**src/rtl/dcache_pkg.sv**
```systemverilog
// Shared geometry, state encoding and address helpers for the direct-mapped
// write-through data cache controller.
package dcache_pkg;

  localparam int LINES  = 16;
  localparam int WORDS  = 16;
  localparam int ADDR_W = 32;
  localparam int IDX_W  = 4;
  localparam int OFF_W  = 4;
  localparam int TAG_W  = ADDR_W - IDX_W - OFF_W - 2;
  localparam int CNT_W  = 16;

  typedef enum logic [1:0] {
    IDLE   = 2'd0,
    REFILL = 2'd1,
    WRITE  = 2'd2
  } state_e;

  function automatic logic [TAG_W-1:0] addr_tag(input logic [ADDR_W-1:0] addr);
    return addr[ADDR_W-1 -: TAG_W];
  endfunction

  function automatic logic [IDX_W-1:0] addr_index(input logic [ADDR_W-1:0] addr);
    return addr[OFF_W+2 +: IDX_W];
  endfunction

  function automatic logic [OFF_W-1:0] addr_word(input logic [ADDR_W-1:0] addr);
    return addr[2 +: OFF_W];
  endfunction

  function automatic logic [3:0] sb_byte_en(input logic [1:0] byte_off);
    return 4'b0001 << byte_off;
  endfunction

  // The selected lane picks its byte out of the replicated word.
  function automatic logic [31:0] sb_wdata(input logic [31:0] wdata);
    return {4{wdata[7:0]}};
  endfunction

  function automatic logic [CNT_W-1:0] sat_inc(input logic [CNT_W-1:0] cnt);
    return (&cnt) ? cnt : cnt + CNT_W'(1);
  endfunction

endpackage

```
**src/rtl/dcache_tag_store.sv**
```systemverilog
// Tag and valid state for the direct-mapped cache: one lookup port with a
// combinational hit compare, plus fill (set valid) and invalidate ports.
module dcache_tag_store
  import dcache_pkg::*;
(
  input  logic             clock,
  input  logic             reset,
  input  logic [IDX_W-1:0] lookup_index,
  input  logic [TAG_W-1:0] lookup_tag,
  output logic             hit,
  input  logic             fill_en,
  input  logic [IDX_W-1:0] fill_index,
  input  logic [TAG_W-1:0] fill_tag,
  input  logic             inv_en,
  input  logic [IDX_W-1:0] inv_index
);

  logic [LINES-1:0] valid_q, valid_d;
  logic [TAG_W-1:0] tag_q [LINES];

  // NOTE: valid_d gets its default before any conditional update, so no latch is inferred.
  always_comb begin
    valid_d = valid_q;
    if (inv_en)  valid_d[inv_index]  = 1'b0;
    if (fill_en) valid_d[fill_index] = 1'b1;
  end

  // NOTE: sequential state uses non-blocking assignments only.
  always_ff @(posedge clock or posedge reset) begin
    if (reset) valid_q <= '0;
    else       valid_q <= valid_d;
  end

  // NOTE: the tag array is deliberately not reset; a cleared valid bit masks stale tags.
  always_ff @(posedge clock) begin
    if (fill_en) tag_q[fill_index] <= fill_tag;
  end

  assign hit = valid_q[lookup_index] && (tag_q[lookup_index] == lookup_tag);

endmodule

```
**src/rtl/dcache_ctrl.sv**
```systemverilog
// Direct-mapped write-through, write-allocate data cache controller: hit/miss
// detection, 16-beat line refill and serialised store write-through.
module dcache_ctrl
  import dcache_pkg::*;
(
  input  logic        clock,
  input  logic        reset,
  input  logic        cpu_req,
  input  logic        cpu_we,
  input  logic        cpu_sb,
  input  logic [31:0] cpu_addr,
  input  logic [31:0] cpu_wdata,
  output logic        cpu_stall,
  output logic [31:0] cpu_rdata,
  output logic [3:0]  arr_index,
  output logic [3:0]  arr_word,
  output logic        arr_we,
  output logic [3:0]  arr_byte_en,
  output logic [31:0] arr_wdata,
  input  logic [31:0] arr_rdata,
  output logic        mem_req,
  output logic        mem_we,
  output logic [31:0] mem_addr,
  output logic [3:0]  mem_byte_en,
  output logic [31:0] mem_wdata,
  input  logic [31:0] mem_rdata,
  input  logic        mem_ready,
  output logic [15:0] hit_count,
  output logic [15:0] miss_count
);

  state_e           state_q, state_d;
  logic [OFF_W-1:0] cnt_q, cnt_d;
  logic [CNT_W-1:0] hit_count_q, hit_count_d;
  logic [CNT_W-1:0] miss_count_q, miss_count_d;

  logic [TAG_W-1:0] req_tag;
  logic [IDX_W-1:0] req_index;
  logic [OFF_W-1:0] req_word;
  logic             hit;
  logic             fill_en;
  logic             inv_en;
  logic [3:0]       store_be;
  logic [31:0]      store_data;
  logic [31:0]      store_addr;

  assign req_tag   = addr_tag(cpu_addr);
  assign req_index = addr_index(cpu_addr);
  assign req_word  = addr_word(cpu_addr);

  assign store_be   = cpu_sb ? sb_byte_en(cpu_addr[1:0]) : 4'hF;
  assign store_data = cpu_sb ? sb_wdata(cpu_wdata) : cpu_wdata;
  assign store_addr = cpu_sb ? cpu_addr : {cpu_addr[31:2], 2'b00};

  assign cpu_rdata  = arr_rdata;
  assign hit_count  = hit_count_q;
  assign miss_count = miss_count_q;

  dcache_tag_store u_tag_store (
    .clock        (clock),
    .reset        (reset),
    .lookup_index (req_index),
    .lookup_tag   (req_tag),
    .hit          (hit),
    .fill_en      (fill_en),
    .fill_index   (req_index),
    .fill_tag     (req_tag),
    .inv_en       (inv_en),
    .inv_index    (req_index)
  );

  always_ff @(posedge clock or posedge reset) begin
    if (reset) begin
      state_q      <= IDLE;
      cnt_q        <= '0;
      hit_count_q  <= '0;
      miss_count_q <= '0;
    end else begin
      state_q      <= state_d;
      cnt_q        <= cnt_d;
      hit_count_q  <= hit_count_d;
      miss_count_q <= miss_count_d;
    end
  end

  always_comb begin
    state_d      = state_q;
    cnt_d        = cnt_q;
    hit_count_d  = hit_count_q;
    miss_count_d = miss_count_q;
    cpu_stall    = 1'b0;
    arr_index    = req_index;
    arr_word     = (state_q == REFILL) ? cnt_q : req_word;
    arr_we       = 1'b0;
    arr_byte_en  = 4'h0;
    arr_wdata    = '0;
    mem_req      = 1'b0;
    mem_we       = 1'b0;
    mem_addr     = '0;
    mem_byte_en  = 4'h0;
    mem_wdata    = '0;
    fill_en      = 1'b0;
    inv_en       = 1'b0;

    unique case (state_q)
      IDLE: begin
        if (cpu_req) begin
          if (hit) begin
            hit_count_d = sat_inc(hit_count_q);
            if (cpu_we) begin
              arr_we      = 1'b1;
              arr_byte_en = store_be;
              arr_wdata   = store_data;
              cpu_stall   = 1'b1;
              state_d     = WRITE;
            end
          end else begin
            // Invalidate up front so a partly refilled line can never hit.
            cpu_stall    = 1'b1;
            inv_en       = 1'b1;
            cnt_d        = '0;
            miss_count_d = sat_inc(miss_count_q);
            state_d      = REFILL;
          end
        end
      end

      REFILL: begin
        cpu_stall   = 1'b1;
        mem_req     = 1'b1;
        mem_addr    = {req_tag, req_index, cnt_q, 2'b00};
        mem_byte_en = 4'hF;
        if (mem_ready) begin
          arr_we      = 1'b1;
          arr_byte_en = 4'hF;
          arr_wdata   = mem_rdata;
          cnt_d       = cnt_q + OFF_W'(1);
          if (cnt_q == OFF_W'(WORDS - 1)) begin
            fill_en = 1'b1;
            state_d = IDLE;
          end
        end
      end

      WRITE: begin
        mem_req     = 1'b1;
        mem_we      = 1'b1;
        mem_addr    = store_addr;
        mem_byte_en = store_be;
        mem_wdata   = store_data;
        cpu_stall   = !mem_ready;
        if (mem_ready) state_d = IDLE;
      end

      default: state_d = IDLE;
    endcase

    // Reset is asynchronous, so the buses must go quiet without waiting for an edge.
    if (reset) begin
      cpu_stall   = 1'b0;
      arr_index   = '0;
      arr_word    = '0;
      arr_we      = 1'b0;
      arr_byte_en = 4'h0;
      arr_wdata   = '0;
      mem_req     = 1'b0;
      mem_we      = 1'b0;
      mem_addr    = '0;
      mem_byte_en = 4'h0;
      mem_wdata   = '0;
      fill_en     = 1'b0;
      inv_en      = 1'b0;
    end
  end

endmodule

```
**config.mk**
```make
export PLATFORM = sky130hd
export DESIGN_NAME = dcache_ctrl
export DESIGN_NICKNAME = d
export VERILOG_FILES = /design/src/rtl/dcache_pkg.sv /design/src/rtl/dcache_tag_store.sv /design/src/rtl/dcache_ctrl.sv
export SDC_FILE = /design/constraint.sdc
export NUM_CORES = 1
export LEC_CHECK = 0
export CORE_UTILIZATION = 40
export DETAILED_ROUTE_END_ITERATION = 10
export PLACE_DENSITY_LB_ADDON = 0.05
export SLEW_MARGIN = 20
export SYNTH_ARGS = -nofsm -noshare
export SYNTH_HDL_FRONTEND = slang
export SYNTH_SLANG_ARGS = --single-unit
```
**constraint.sdc**
```tcl
create_clock -name clock -period 3.7 [get_ports clock]
set_input_delay 0.74 -clock clock [delete_from_list [all_inputs] [get_ports clock]]
set_output_delay 0.74 -clock clock [all_outputs]
set_load 0.1 [all_outputs]
```
* After elaboration in Yosys (flattened, before gate mapping)
Memories as Yosys holds them, arrays and structs flattened.
Cells that the tools add are included.
W data, S select, Z words.
** Operators by class
- Equal/unequal tests :: 10
- Bitwise gates (word level) :: 6
- $lt $le $gt $ge :: 2
- Reduce and logical (&&, ||, !) cells :: 12
- Add/sub/neg operators :: 3
- Shift-type cells :: 1
- Mux-type cells :: 65
** Operator list (count)
- $mux W32 :: 9
- $pmux W32 S2 :: 2
- $mux W4 :: 13
- $add A16 B1 Y16 const B :: 2
- $mux W16 :: 2
- $reduce_and A16 Y1 :: 2
- $mux W1 :: 24
- $pmux W4 S2 :: 3
- $eq A22 B22 Y1 :: 1
- $and A16 B16 Y16 :: 1
- $not A16 Y16 :: 1
- $or A16 B16 Y16 :: 1
- $mux W2 :: 7
- $reduce_and A4 Y1 :: 3
- $ne A2 B2 Y1 const B :: 4
- $pmux W2 S3 :: 1
- $lt A4 B5 Y1 const B :: 1
- $reduce_and A5 Y1 :: 1
- $add A4 B1 Y4 const B :: 1
- $bmux W1 S4 :: 1
- $demux W1 S4 :: 1
- $eq A4 B4 Y1 const B :: 1
- $ge A4 B1 Y1 const B :: 1
- $shl A1 B2 Y4 const A :: 1
- other kinds (12) :: 15
** Word-level totals
- Memories kept :: 1
- Bits in writable memories :: 352
- Register bits after elaboration :: 54
- Word-level logic and storage cells :: 105
- Output and inout port bits :: 180
** Memories
- u_tag_store.tag_q :: depth 16, bits a word 22, read ports 1, clocked after memory_dff 0, write ports 1, RTL line dcache_tag_store.sv:19 : logic [TAG_W-1:0] tag_q [LINES];

* Longest topological paths before layout
Gate-level depths: netlist of the first run.
- Depth in word-level cells :: 10
- Mapped depth :: 16
- Mapped depth without buffers :: 9

* Modules after synthesis
A second synthesis of the first run with hierarchy kept.
** Second synthesis, totals
- Cell total of the unflattened synthesis :: 1225
- Area, all modules :: 18457.7 µm²
** Modules (own cells, without submodules)
- dcache_tag_store :: sequential area each 10970.5 µm², cells an instance 731, area an instance 14761.7 µm², times used 1
- dcache_ctrl :: sequential area each 950.9 µm², cells an instance 494, area an instance 3696.0 µm², times used 1

* Worst setup path after synthesis of the first run
No wires, ideal clock.
- Kind :: in2out
- Start :: input port reset
- End :: output port mem_byte_en[1]
- Arrival :: 4.864 ns
- Slack :: -1.904 ns
- Buffers on the path :: 0
- Cell stages on the path :: 5
- Cells stage by stage :: inv_1 nand2_1 inv_1 o21ai_1 a21oi_1
** On the way
- Cells in the longest elaborated chain, start to end :: 1
** Ends and longest elaborated chain
- start: declaration :: RTL line dcache_ctrl.sv:7 : input logic reset,
- $mux W4 :: RTL line dcache_ctrl.sv:159 : if (reset) begin
- end: declaration :: RTL line dcache_ctrl.sv:24 : output logic [3:0] mem_byte_en,
Every way passes these cells.

* Final worst setup path of the first run
- Start :: input port cpu_addr[6]
- End :: output port arr_wdata[1]
** On the way
- Cells in the longest elaborated chain, start to end :: 7
- Elaborated cells on any way between the ends :: 9
** Ends and longest elaborated chain
- start: declaration :: RTL line dcache_ctrl.sv:11 : input logic [31:0] cpu_addr,
- $mem_v2 Z16 W22 or $bmux W1 S4 (tied branches)
- $eq A22 B22 Y1 or $mux W1 (tied branches) :: RTL line dcache_tag_store.sv:39 : assign hit = valid_q[lookup_index] && (tag_q[lookup_index] == lookup_tag);
- $logic_and A1 B1 Y1 (*) :: RTL line dcache_tag_store.sv:39
- $mux W32 (*) :: RTL line dcache_ctrl.sv:108 : if (hit) begin
- $mux W32 (*) :: RTL line dcache_ctrl.sv:107 : if (cpu_req) begin
- $pmux W32 S2 (*) :: RTL line dcache_ctrl.sv:105 : unique case (state_q)
- $mux W32 (*) :: RTL line dcache_ctrl.sv:159
- end: declaration :: RTL line dcache_ctrl.sv:19 : output logic [31:0] arr_wdata,
Mark *: on every way between the ends. The rest lies on a longest branch, timed or not. The select of a mux whose other input is x is not followed.

==> results of run 1 <==
==> repair_timing <==
item,in CTS,in global routing
hold endpoints to repair,0,0
cloned,3,4
resized for setup,74,39
setup buffers,10,8
endpoints found under the setup margin,54,51
pin swaps,25,28
==> power groups by stage <==
stage	registers (mW)	logic [mW]	clock network (mW)
after floorplan	5.41	2.50	0
after global placement	5.19	4.14	0
after detailed placement	5.20	4.16	0
after CTS	5.10	4.22	4.09
after global routing	5.11	4.40	4.26
final	5.11	4.24	4.01
==> Yosys cell counts, types with 10 or more instances <==
cell | number | share of area
edfxtp_1 | 352 | 0.57
nand2_1 | 103 | 0.021
mux2i_1 | 69 | 0.037
nor2_1 | 68 | 0.014
mux4_2 | 62 | 0.075
and2_1 | 61 | 0.020
a21oi_1 | 60 | 0.016
nand3_1 | 60 | 0.016
dfrtp_1 | 54 | 0.072
clkbuf_1 | 39 | 0.0078
inv_1 | 38 | 0.0076
buf_4 | 36 | 0.014
o21ai_0 | 34 | 0.0091
xor2_1 | 29 | 0.014
nor3_1 | 28 | 0.0075
xnor2_1 | 25 | 0.012
a22oi_1 | 23 | 0.0093
a31oi_1 | 15 | 0.0050
buf_2 | 15 | 0.0040
nand4_1 | 14 | 0.0047
buf_6 | 10 | 0.0060
nand2b_1 | 10 | 0.0034
==> worst paths after layout <==
kind | start | end | slack (ns) | depth (start not counted)
max in group asynchronous | reset | miss_count[14] | 2.28 | 3
worst max register to register | u_tag_store.tag_q[6][13] | hit_count[1] | 0.18 | 13
worst min register to register | miss_count[8] | miss_count[8] | 0.49 | 1
min in group asynchronous | reset | state_q[1] | 0.93 | 3
worst min-delay path | miss_count[8] | miss_count[8] | 0.49 | 1
worst max-delay path | cpu_addr[6] | arr_wdata[1] | -0.65 | 14
==> metrics by stage <==
step,power [mW],util
after CTS,13.4,0.581
after global routing,13.8,0.586
after global placement,9.33,0.541
after detailed placement,9.36,0.541
final,13.4,0.587
after floorplan,7.90,-
==> state kept, by name, summed over array words and instances (netlist names) <==
register	count
u_tag_store.valid_q	16
cnt_q	4
miss_count	16
hit_count	16
state_q	2
u_tag_store.tag_q	352
==> per-layer routing <==
metal	global-route usage	share of wire	vias to the layer above	wire [um]
met3	0.0441	0.067	90	3950
met5	0	0	-	0
li1	-	-	5717	-
met2	0.423	0.49	502	29300
met1	0.324	0.41	6533	24100
met4	0.0874	0.031	0	1820
==> cells by family (layout without fill, tap and decap cells) <==
group                      count (synthesis)  count (layout)  share of synthesized area
and+or+nand+nor                          378             378                      0.100
muxes                                    140             140                      0.120
adders and majority gates                  7               7                    0.00469
other                                      0               1                          0
buffers and inverters                    148             560                     0.0479
xor gates and xnor gates                  54              54                     0.0253
AOI/OAI and AO/OA                        181             181                     0.0624
DFF                                      406             406                      0.639
==> layout make-up <==
cell class / count / area, um^2
tap: 600 / 751
inverter: 38 / 150
timing repair buffer: 442 / 5710
multi-input combinational: 760 / 6960
fill: 3595 / 18900
antenna: 1 / 2.50
sequential: 406 / 11900
clock inverter: 24 / 148
clock buffer: 56 / 1140
==> qor.csv, run 1 <==
metric;value;unit
worst_slack;-0.648;ns
outcome;finished with violations;
initial_core_util;0.409;
cp_num_buf_inv;6;
cts_num_sinks;406;
portBuffers;249;
htreeDepth;2;
wl_per_cell;25.4;um
num_vias;12842;
dieArea;47500;um^2
rows;78;
synth_cell_type_count;63;
synth_edf_count;352;
postPlaceCellArea;24700;um^2
cp.required;2.96;ns
grt_pass1_vias;13114;
path_delay_family;buffers and inverters;
syn_nets;1455;
violations;negative setup slack;
antenna_found_initial;1;
io_pins;314;
synthCells;1314;
p_int;8.72;mW
drt-total-wl;59100;um
maxSlewViolCount;0;
finalClockSkew;0.0152;ns
p_seq_frac;0.382;
cts_tree;built;
synth.avg_cell_area;14.2;um^2
gr-total-overflow;0;
yosysWarnings;0;
timing.setup.tns;-22.98;ns
yosysSeqAreaShare;0.639;
slew_headroom;0.311;
postSynth.asyncResetShare;0.133;
grt_pass1_wl;86700;um
min_path_type;reg -> reg;
grt_max_degree;55;
clkPwrFrac;0.300;
placed_cells;2225;
p_sw_frac;0.347;
tightest_slew;1.03;ns
drt_iter0_drc;935;
leakage;9.45;nW
hold_viol;0;
p_per_area;498;nW/um^2
final_nets;1832;
timing.fmax;230;MHz
critPathMaxFanout;6;
cts.path.max_buffers;3;
final_cell_mix;352 x edfxtp_1, 149 x buf_12, 143 x buf_4;
fin_crit_sh;1.18;
path_class;in -> out;
area_growth;43.5;%
hold_ws;0.492;ns
fin_crit;4.35;ns
hpwlAfterDp;40100;um
core_region_area;45700;um^2
ys_ff_latch;406;
finalSetupViolCount;38;
holdBufCountCts;0;
gp_congestion;0.901;
mostFrequentLayoutCell;edfxtp_1;
yosys_most_used_dff;edfxtp_1;
drive_above_1_share;0.345;
final_cell_area;26800;um^2
worstPathCellList;buf_16, buf_16, mux4_1, mux2i_2, xor2_1, o221ai_2, a211oi_1, buf_4, and4_4, buf_4, buf_12, nand3_4, a21oi_4, buf_12;
arrival;3.61;ns
syn_area;18700;um^2
cp-end-kind;primary output;
p_sw;4.63;mW
die_y;218;um
ant_nets;0;
dpl_worst_slack;-0.930;ns
cpPeakStageDelay;0.56;ns
rsz0062_at_grt;yes;
die_w;218;um
numCtsBuffers;43;
drc_errors;0;
drt-vias-per-instance;5.52;
crit_path_start_kind;input port;
cpMaxStageDelayCell;mux4_1;
insertion_delay;0.57;ns
grt_usage;0.251;
peakVddDrop;0.382;mV
drt_first_pass_iters;5;
instances_no_fill;2327;
maxCapViolCount;0;
cts-root-buf;clkbuf_16;
clk_pin_slew;0.06;ns
p_comb_frac;0.317;
(Power assumes the default switching activity.)
==> run 2, diff against run 1 <==
--- a/config.mk
+++ b/config.mk
@@ -5,8 +5,10 @@
 export SDC_FILE = /design/constraint.sdc
 export NUM_CORES = 1
 export LEC_CHECK = 0
+export ABC_CLOCK_PERIOD_IN_PS = 3700
 export CORE_UTILIZATION = 40
 export DETAILED_ROUTE_END_ITERATION = 10
+export DONT_BUFFER_PORTS = 1
 export PLACE_DENSITY_LB_ADDON = 0.05
 export SLEW_MARGIN = 20
 export SYNTH_ARGS = -nofsm -noshare
==> run 2 against run 1 <==
Net effect: the run still ends with negative setup slack left; sequential share of layout area is 5.5 points higher; worst setup slack worse by 0.020 ns; worst hold slack worse by 0.23 ns; flip-flop and latch count stayed put; routed wire length is 5.6% lower; clock skew is 0.0026 ns lower; maximum frequency is 0.45% lower.
==> qor.csv, run 2 (synthesis gave the netlist of run 1 again) <==
metric;value;unit
outcome;finished with violations;
violations;negative setup slack;
grt-busiest-layer;met2;
clkPwrFrac;0.329;
fill_cells;3862;
cts-root-buf;clkbuf_16;
finalClockSkew;0.0125;ns
min_path_type;in -> reg;
drc_errors;0;
wl_per_cell;26.3;um
tightest_slew;0.964;ns
p_sw_frac;0.340;
cts_tree;built;
hold_viol;0;
portBuffers;0;
num_vias;11837;
rsz0062_at_grt;yes;
cp-end-kind;primary output;
antenna_found_initial;2;
grt_pass1_vias;11831;
slew_headroom;0.357;
die_w;218;um
drt_iter0_drc;781;
worst_slack;-0.668;ns
placed_cells;2032;
ant_nets;0;
final_nets;1629;
p_sw;4.39;mW
cts_num_sinks;406;
p_int;8.54;mW
holdBufCountCts;0;
p_per_area;542;nW/um^2
grt_usage;0.236;
met2_usage;0.389;
critPathMaxFanout;11;
leakage;8.34;nW
timing.setup.tns;-23.71;ns
initial_core_util;0.409;
utilization;0.522;
timing.fmax;229;MHz
htreeDepth;2;
core_region_area;45700;um^2
drive_above_1_share;0.332;
gr-total-overflow;0;
fin_crit_sh;1.18;
maxSlewViolCount;0;
io_pins;314;
largest_reg_flops;352;
instances_no_fill;2125;
clk_pin_slew;0.06;ns
top_register;u_tag_store.tag_q;
numCtsBuffers;45;
p_comb_frac;0.274;
grt_pass1_wl;80900;um
cts.path.max_buffers;3;
rows;78;
p_seq_frac;0.397;
crit_path_start_kind;flip-flop;
grt_max_degree;127;
maxCapViolCount;0;
insertion_delay;0.57;ns
finalSetupViolCount;38;
path_class;reg -> out;
area_growth;27.8;%
arrival;3.63;ns
peakVddDrop;0.423;mV
drt_first_pass_iters;7;
mostFrequentLayoutCell;edfxtp_1;
gr-usage-met3;0.0502;
fin_crit;4.37;ns
die_y;218;um
dieArea;47500;um^2
hpwlAfterDp;36300;um
final_cell_mix;352 x edfxtp_1, 155 x buf_4, 102 x nand2_1;
cp.required;2.96;ns
drt-vias-per-instance;5.57;
gp_congestion;0.851;
globalRouteMet1Util;0.308;
drt-total-wl;55800;um
-- run 2: repair_timing --
item | in CTS | in global routing
cloned | 2 | 0
setup endpoints to repair | 67 | 50
hold endpoints to repair | 0 | 0
pin swaps | 9 | 19
gates resized for setup | 15 | 19
buffers inserted | 3 | 7
-- run 2: path summary, 6_finish.rpt --
path                                           from                         to  slack [ns]  cells past startpoint
max in group asynchronous                     reset               hit_count[2]        2.85                      2
min in group asynchronous                     reset                 state_q[0]        0.36                      2
hold reg to reg                       miss_count[0]              miss_count[0]        0.54                      1
setup reg to reg           u_tag_store.tag_q[7][16]               hit_count[1]        0.06                     12
hold / removal                         cpu_addr[30]  u_tag_store.tag_q[12][20]        0.26                      0
setup / recovery           u_tag_store.tag_q[7][16]               arr_wdata[4]       -0.67                     12
-- run 2: metrics by stage --
stage | hold slack, ns | setup slack (ns) | instance area, um^2 | power (mW)
final | 0.264 | -0.668 | 23800 | 12.9
after global routing | 0.231 | -0.855 | 23800 | 13.4
after CTS | 0.231 | -0.675 | 23700 | 13.0
after detailed placement | 0.527 | -0.845 | 22200 | 8.75
after global placement | 0.516 | -0.851 | 22200 | 8.75
after floorplan | 0.513 | -0.650 | 19400 | 7.90
-- run 2: layout make-up --
| class | count | area, um^2 | area share |
|---|---|---|---|
| well taps | 600 | 751 | 0.0315 |
| clock inverters | 23 | 173 | 0.00724 |
| clock buffers | 59 | 1220 | 0.0512 |
| inverters | 38 | 150 | 0.00630 |
| multi-input cells | 760 | 6830 | 0.286 |
| flip-flops and latches | 406 | 11900 | 0.500 |
| diodes | 2 | 5.00 | 0.000210 |
| repair buffers | 237 | 2800 | 0.117 |
-- run 2: worst max-delay path: stages (launching register included) --
cell	delay [ns]
edfxtp_1	0.35
mux4_2	0.48
a22o_1	0.25
a221oi_2	0.25
xnor2_2	0.12
nor2_1	0.13
nor4bb_4	0.28
buf_4	0.16
and4_4	0.32
buf_8	0.19
nand3_1	0.13
a21oi_4	0.19
buf_12	0.19
-- run 2: metal layers --
layer	vias to the layer above	part of all wire
met4	0	0.029
met2	383	0.49
met5	-	0
li1	5307	-
met1	6059	0.42
met3	88	0.060
-- run 2: power by group through the flow --
stage | sequential [mW] | clock, mW | combinational (mW)
2_1_floorplan | 5.41 | 0 | 2.50
6_report | 5.13 | 4.25 | 3.55
3_5_place_dp | 5.22 | 0 | 3.53
5_1_grt | 5.13 | 4.54 | 3.69
3_3_place_gp | 5.22 | 0 | 3.53
4_1_cts | 5.13 | 4.36 | 3.55
